==> src/rtl/program_loader_pkg.sv <==
// Shared definitions for the instruction-memory program loader.
// State encodings, header/word geometry and byte-counter width.
package program_loader_pkg;

    typedef enum logic [2:0] {
        LEN_LO,
        LEN_HI,
        DATA,
        WRITE,
        CHK,
        DONE,
        ERROR
    } state_t;

    localparam int unsigned BYTES_PER_WORD = 8;
    localparam int unsigned LEN_W          = 16;
    localparam int unsigned CNT_W          = $clog2(BYTES_PER_WORD);

endpackage

==> src/rtl/program_loader_word_packer.sv <==
// Assembles little-endian bytes into one memory word.
// word_full flags that the next loaded byte completes the word.
module loader_word_packer
    import program_loader_pkg::*;
#(
    parameter int unsigned DATA_W = 64
) (
    input  logic              clk,
    input  logic              reset,
    input  logic              clear,
    input  logic              load,
    input  logic [7:0]        data,
    output logic [DATA_W-1:0] word,
    output logic              word_full
);

    logic [CNT_W-1:0] count;

    // Shifting in from the top leaves byte 0 in word[7:0] after a full word.
    always_ff @(posedge clk) begin
        if (reset || clear) begin
            count <= '0;
            word  <= '0;
        end else if (load) begin
            count <= count + 1'b1;
            word  <= {data, word[DATA_W-1:8]};
        end
    end

    assign word_full = (count == CNT_W'(BYTES_PER_WORD - 1));

endmodule

==> src/rtl/program_loader.sv <==
// Boot-time instruction-memory writer: length header, then 64-bit words.
// Optional trailing XOR checksum byte when PROGRAM_LOADER_CHECKSUM_EN is defined.
module program_loader
    import program_loader_pkg::*;
#(
    parameter int unsigned ADDR_W = 8,
    parameter int unsigned DATA_W = 64
) (
    input  logic              clk,
    input  logic              reset,
    input  logic              in_valid,
    input  logic [7:0]        in_data,
    output logic              in_ready,
    input  logic              reload,
    output logic              mem_we,
    output logic [ADDR_W-1:0] mem_addr,
    output logic [DATA_W-1:0] mem_wdata,
    output logic              cpu_reset,
    output logic              done,
    output logic              error
);

`ifdef PROGRAM_LOADER_CHECKSUM_EN
    localparam state_t FINISH = CHK;
`else
    localparam state_t FINISH = DONE;
`endif

    localparam logic [LEN_W:0] MAX_LEN = (LEN_W + 1)'(2 ** ADDR_W);

    state_t           state;
    state_t           nxt;
    logic [LEN_W-1:0] len;
    logic [LEN_W-1:0] hdr_len;
    logic             accept;
    logic             restart;
    logic             last_word;
    logic             word_full;

    assign accept    = in_valid && in_ready;
    assign restart   = reload && (state == DONE || state == ERROR);
    assign hdr_len   = {in_data, len[7:0]};
    assign last_word = ((LEN_W + 1)'(mem_addr) + (LEN_W + 1)'(1)) == {1'b0, len};

`ifdef PROGRAM_LOADER_CHECKSUM_EN
    logic [7:0] xsum;

    always_ff @(posedge clk) begin
        if (reset || restart) begin
            xsum <= '0;
        end else if (accept && (state == LEN_LO || state == LEN_HI || state == DATA)) begin
            xsum <= xsum ^ in_data;
        end
    end
`endif

    always_comb begin
        nxt = state;
        case (state)
            LEN_LO: if (accept) nxt = LEN_HI;
            LEN_HI: begin
                if (accept) begin
                    if ({1'b0, hdr_len} > MAX_LEN) nxt = ERROR;
                    else if (hdr_len == '0)        nxt = FINISH;
                    else                           nxt = DATA;
                end
            end
            DATA:   if (accept && word_full) nxt = WRITE;
            WRITE:  nxt = last_word ? FINISH : DATA;
`ifdef PROGRAM_LOADER_CHECKSUM_EN
            CHK:    if (accept) nxt = ((xsum ^ in_data) == '0) ? DONE : ERROR;
`endif
            DONE:   if (reload) nxt = LEN_LO;
            ERROR:  if (reload) nxt = LEN_LO;
            default: nxt = LEN_LO;
        endcase
    end

    // Outputs are registered from the next state so they align with the state register.
    always_ff @(posedge clk) begin
        if (reset) begin
            state     <= LEN_LO;
            in_ready  <= 1'b0;
            mem_we    <= 1'b0;
            mem_addr  <= '0;
            len       <= '0;
            cpu_reset <= 1'b1;
            done      <= 1'b0;
            error     <= 1'b0;
        end else begin
            state     <= nxt;
            in_ready  <= (nxt == LEN_LO || nxt == LEN_HI || nxt == DATA || nxt == CHK);
            mem_we    <= (nxt == WRITE);
            cpu_reset <= (nxt != DONE);
            done      <= (nxt == DONE);
            error     <= (nxt == ERROR);
            if (state == LEN_LO && accept) len[7:0]  <= in_data;
            if (state == LEN_HI && accept) len[15:8] <= in_data;
            // The final index is held so a full-size image never wraps the address.
            if (state == WRITE && !last_word) mem_addr <= mem_addr + 1'b1;
            if (restart) begin
                mem_addr <= '0;
                len      <= '0;
            end
        end
    end

    loader_word_packer #(
        .DATA_W(DATA_W)
    ) u_packer (
        .clk      (clk),
        .reset    (reset),
        .clear    (restart),
        .load     (accept && state == DATA),
        .data     (in_data),
        .word     (mem_wdata),
        .word_full(word_full)
    );

endmodule
==> config.mk <==
export PLATFORM = sky130hd
export DESIGN_NAME = program_loader
export DESIGN_NICKNAME = d
export VERILOG_FILES = /design/src/rtl/program_loader_pkg.sv /design/src/rtl/program_loader_word_packer.sv /design/src/rtl/program_loader.sv
export SDC_FILE = /design/constraint.sdc
export NUM_CORES = 1
export LEC_CHECK = 0
export BUFFER_PORTS_ARGS = -buffer_cell sky130_fd_sc_hd__buf_2
export CORE_MARGIN = 4
export CORE_UTILIZATION = 36
export DETAILED_ROUTE_END_ITERATION = 8
export GPL_ROUTABILITY_DRIVEN = 0
export SLEW_MARGIN = 10
export SYNTH_ARGS = -nofsm -noshare
export SYNTH_HDL_FRONTEND = slang
export SYNTH_HIERARCHICAL = 1
export SYNTH_SLANG_ARGS = --single-unit
==> constraint.sdc <==
create_clock -name clk -period 4.3 [get_ports clk]
set_input_delay 0.43 -clock clk [delete_from_list [all_inputs] [get_ports clk]]
set_output_delay 0.43 -clock clk [all_outputs]
set_load 0.01 [all_outputs]
# Yosys cells after proc, flatten, opt, wreduce, memory -nomap -nowiden
# Index checks and enable logic that the tools add are counted.
# totals
register_bits	99
latchBits	0
ram_bits	0
mem_bits_ro	0
in_bits	12
out_inout_bits	77
word_cells	55
n_memories	0
# classes
n_addsub	3
multipliers	0
div	0
order_cmp	1
n_eq_ne	14
shifts	0
n_mux	8
n_bitwise	0
n_reduce_logical	18
# op_table
op	count
$mux 3	7
$eq 3x3->1 const B	6
$eq 9x16->1	1
$gt 16x9->1 const B	1
$logic_not 16->1	1
$pmux 3 s5	1
$eq 3x2->1 const B	4
$add 8x1->9 const B	1
$add 8x1->8 const B	1
$logic_and 1x1->1	7
$eq 3x1->1 const B	2
$logic_not 3->1	2
$logic_or 1x1->1	5
$reduce_or 2->1	2
$add 3x1->3 const B	1
$ne 3x3->1 const B	1
$logic_not 1->1	1

# Depth between registers and ports, before layout
# depth
word_depth	9
depth_mapped	8
ltp_nobuf	7

# Cells and area by module
# The synthesis kept the hierarchy.
# modules_own_cells
module	n_inst	cells_each	area_each_um2	seq_area_each_um2
loader_word_packer	1	220	2419.8	1341.3
program_loader	1	173	1600.3	640.6

# Worst setup path before layout
# OpenSTA, ideal clock, no wires.
# synth_timing
path_kind	register to register
start	register mem_addr[0]
end	register cpu_reset
setup_ns	0.120
t_arrival_ns	2.416
setup_slack_ns	1.764
stages_incl_launch_ff	9
synth_period_minus_slack_ns	2.536
cell_sequence	dfxtp_1 -> ha_1 -> nand3_1 -> xnor2_1 -> or4_1 -> a2111oi_4 -> buf_6 -> nand2_4 -> a211o_1
# synth_via
elab_chain_len	5
# synth_rtl
item	line_no	rtl
start, declared	program_loader.sv:16	output logic [ADDR_W-1:0] mem_addr,
start signal, assigned	program_loader.sv:100	if (state == WRITE && !last_word) mem_addr <= mem_addr + 1'b1;
$add 8x1->9	program_loader.sv:43	assign last_word = ((LEN_W + 1)'(mem_addr) + (LEN_W + 1)'(1)) == {1'b0, len};
$eq 9x16->1	program_loader.sv:43	
$mux 3	program_loader.sv:69	WRITE: nxt = last_word ? FINISH : DATA;
$pmux 3 s5	program_loader.sv:59	case (state)
$ne 3x3->1	program_loader.sv:94	cpu_reset <= (nxt != DONE);
end signal, assigned	program_loader.sv:94	
end, declared	program_loader.sv:18	output logic cpu_reset,
# Every way passes these cells.
# A chain may end at the register's enable or synchronous reset.

# Worst setup path after layout
# layout_timing
start	register mem_addr[0]
end	register mem_we
# layout_via
elab_chain_len	5
# layout_rtl
item	line_no	rtl
$add 8x1->9	program_loader.sv:43	
$eq 9x16->1	program_loader.sv:43	
$mux 3	program_loader.sv:69	
$pmux 3 s5	program_loader.sv:59	
$eq 3x2->1	program_loader.sv:93	mem_we <= (nxt == WRITE);
end signal, assigned	program_loader.sv:93	
end, declared	program_loader.sv:15	output logic mem_we,
# Every way passes these cells.

==> impl_metrics.tcl <==
set metrics [dict create \
    status "complete, no violations" \
    setup_viol 0 \
    critPathKind "flop to flop" \
    dp_cells 598 \
    cp_slowest_cell "a2111oi_4" \
    ant_nets 0 \
    root_buffer "clkbuf_8" \
    clock_latency_ns 0.36 \
    synthArstFlopShare 0 \
    hpwl_mm 6.40 \
    grt_pass1_vias 2781 \
    crit_fanout 17 \
    worstMarginPinSlew_ns 1.15 \
    finalPower_mw 1.70 \
    synth_top_family_by_area "multiplexers" \
    die_w_um 114 \
    synthMuxAreaShare 0.207 \
    antenna_found_initial 0 \
    fin_crit_sh 0.714 \
    hold_buffers 0 \
    fmax_mhz 326 \
    relSlewSlack 0.231 \
    required_ns 4.55 \
    ys_warn_count 6 \
    avgSynthCellArea_um2 10.2 \
    synth_ff_type "dfxtp_1" \
    num_vias 2996 \
    yosysSeqAreaShare 0.493 \
    drive_above_1_share 0.241 \
    rsz0062_at_grt "false" \
    clkTransAtPathRegs_ns 0.10 \
    area.growth.synth_to_final_pct 17.4 \
    io_buffers 88 \
    period_minus_slack_ns 3.07 \
    power_density_nw_per_um2 361 \
    crit_path_max_incr_delay_ns 0.72 \
    post-route-util 0.433 \
    instances_no_fill 614 \
    dieArea_um2 12900 \
    ys_types 44 \
    synth_seq_cells 99 \
    initial_utilization 0.369 \
    cts_inserted_buffers 9 \
    cts_tree "yes" \
    holdPathEnd "done" \
    setup_tns_ns 0 \
    fill_cells 1060 \
    antenna_cells 0 \
    postCtsSetupBuffers 0 \
    hold_path.class "input port to flop" \
    holdPathStages 2 \
    ff2ff_setup_slack_ns 1.23 \
    mappedNetlistNets 408 \
    reg2reg_from "mem_addr[0]" \
    regArea_um2 1980 \
    multi_input_area_um2 1880 \
    coreArea_um2 10900 \
    synth-simple-area-share 0.164 \
    h-tree-depth 3 \
    rows 38 \
    crit_chain "ha_1 -> nand3_1 -> xnor2_1 -> or4_1 -> a2111oi_4 -> nor2_1 -> o211a_1" \
    critPathLaunchType "flop" \
    worstPathArrival_ns 3.33 \
    grt_usage 0.143 \
    cts_resized 0 \
    crit_family "compound AO/OA/AOI/OAI gates" \
    rr_endpoint "mem_we" \
    synth_compound_area_frac 0.0548 \
    synthAdderAreaFrac 0.00934 \
    routedWlPerCell_um 14.8 \
    fin_skew_ns 0.00921 \
    drcViolationCount 0 \
    grt_start_max_net_pins 69 \
    synthCells 393 \
    r2r_cells 7 \
    drv_slew 0 \
    overflow 0 \
    cap_violations 0 \
    first_pass_iters 4 \
    holdWs_ns 0.342 \
    cp-end-kind "flop" \
    ir_drop_uv 137 \
    die_y_um 114 \
    netlist_area_um2 4020 \
    hold_start "reset" \
    grt_first_pass_wirelength_mm 14.8 \
    hold_viol 0 \
    p_leak_nw 1.93 \
    wirelength_mm 9.11 \
    drt_iter0_drc 134 \
    synth_edf_count 0 \
    fin_nets 484 \
    vias_per_cell 4.88 \
    io_pins 89 \
    cp_num_buf_inv 0 \
    cts_buffer_depth 2 \
    synth_xor_area_frac 0.0305 \
    cts_sinks 99 \
]
[report_power, final]
| part | switching [mW] | internal, mW | leakage, nW |
|---|---|---|---|
| Sequential | 0.00909 | 0.925 | 0.799 |
| Clock | 0.335 | 0.351 | 0.118 |
| Combinational | 0.0514 | 0.0315 | 1.01 |
[registers in the layout (all words and copies together), names as in the netlist]
signal          flops
u_packer/word      64
len                16
mem_addr            8
state               3
u_packer/count      3
cpu_reset           1
done                1
error               1
in_ready            1
mem_we              1
[layout by cell type (no fill, tap or decap), types with 2 or more instances in the layout]
master,instances
dfxtp_1,99
buf_2,88
nor2_1,87
mux2i_1,83
a21oi_1,11
clkbuf_8,10
xnor2_1,9
nand2_1,8
or4_1,7
xor2_1,5
nor4_1,4
nand3_1,4
o21ai_0,4
o31ai_1,4
and3_1,3
nor3_1,3
o211ai_1,3
nand4_1,3
ha_1,3
inv_6,3
nor2b_1,2
and3b_1,2
nand3b_1,2
or2_2,2
bufinv_16,2
[kinds of logic (layout without fill, tap and decap cells)]
group,count (synthesis),after routing
flops,99,99
xor+xnor,14,14
fa+ha+maj,3,3
buf+inv,25,106
simple gates,138,138
compound gates,31,31
mux,83,83
[synthesized netlist by cell type (all sizes together) (2+ instances only)]
cell,number,area (um2)
a21oi,11,55.1
nand3b,2,15.0
dfxtp,99,1980
nand2,9,41.3
xor2,5,43.8
or2,2,12.5
and3b,2,17.5
and4,2,20.0
nor2b,2,12.5
o31ai,4,30.0
xnor2,9,78.8
nor3,3,15.0
and2,2,12.5
and3,3,18.8
o211ai,3,22.5
clkbuf,10,37.5
nand3,4,20.0
nand4,3,18.8
ha,3,37.5
mux2i,83,831
or4,8,63.8
o21ai,5,25.0
nor2,87,327
nor4,4,25.0
buf,14,126
[worst reg2reg max path, stage by stage (launching register included)]
cell,delay [ns]
dfxtp_1,0.50
ha_1,0.38
nand3_1,0.19
xnor2_1,0.16
or4_1,0.55
a2111oi_4,0.72
nor2_1,0.20
o211a_1,0.27
[per-stage QoR]
| stage | area [um2] | setup slack [ns] |
|---|---|---|
| 2_1_floorplan | 4020 | 1.76 |
| 3_3_place_gp | 4490 | 1.44 |
| 3_5_place_dp | 4490 | 1.27 |
| 4_1_cts | 4720 | 1.25 |
| 5_1_grt | 4720 | 1.02 |
| 6_report | 4720 | 1.23 |
[how the worst max path moves through the flow]
stage	from	end	slack, ns	depth (start not counted)
2_1_floorplan	mem_addr[0]	cpu_reset	1.76	8
4_1_cts	mem_addr[0]	mem_we	1.25	7
3_5_place_dp	mem_addr[0]	mem_we	1.27	7
5_1_grt	mem_addr[0]	mem_we	1.02	7
3_3_place_gp	mem_addr[0]	mem_we	1.44	7
6_report	mem_addr[0]	mem_we	1.23	7
[layout make-up]
| class | count | share of cell area |
|---|---|---|
| clock buffer | 10 | 0.0292 |
| clock inverter | 6 | 0.0202 |
| inverter | 1 | 0.000796 |
| multi-input combinational | 269 | 0.398 |
| sequential | 99 | 0.420 |
| tap | 140 | 0.0371 |
| timing repair buffer | 89 | 0.0949 |
[routing by layer]
layer | vias up | part of all wire | track usage
li1 | 1523 | - | -
met3 | 8 | 0.039 | 0.0340
met1 | 1413 | 0.48 | 0.195
met5 | - | 0 | 0
met4 | 0 | 0.010 | 0.0529
met2 | 52 | 0.47 | 0.221
No activity file was read; power rests on OpenSTA's default activity.
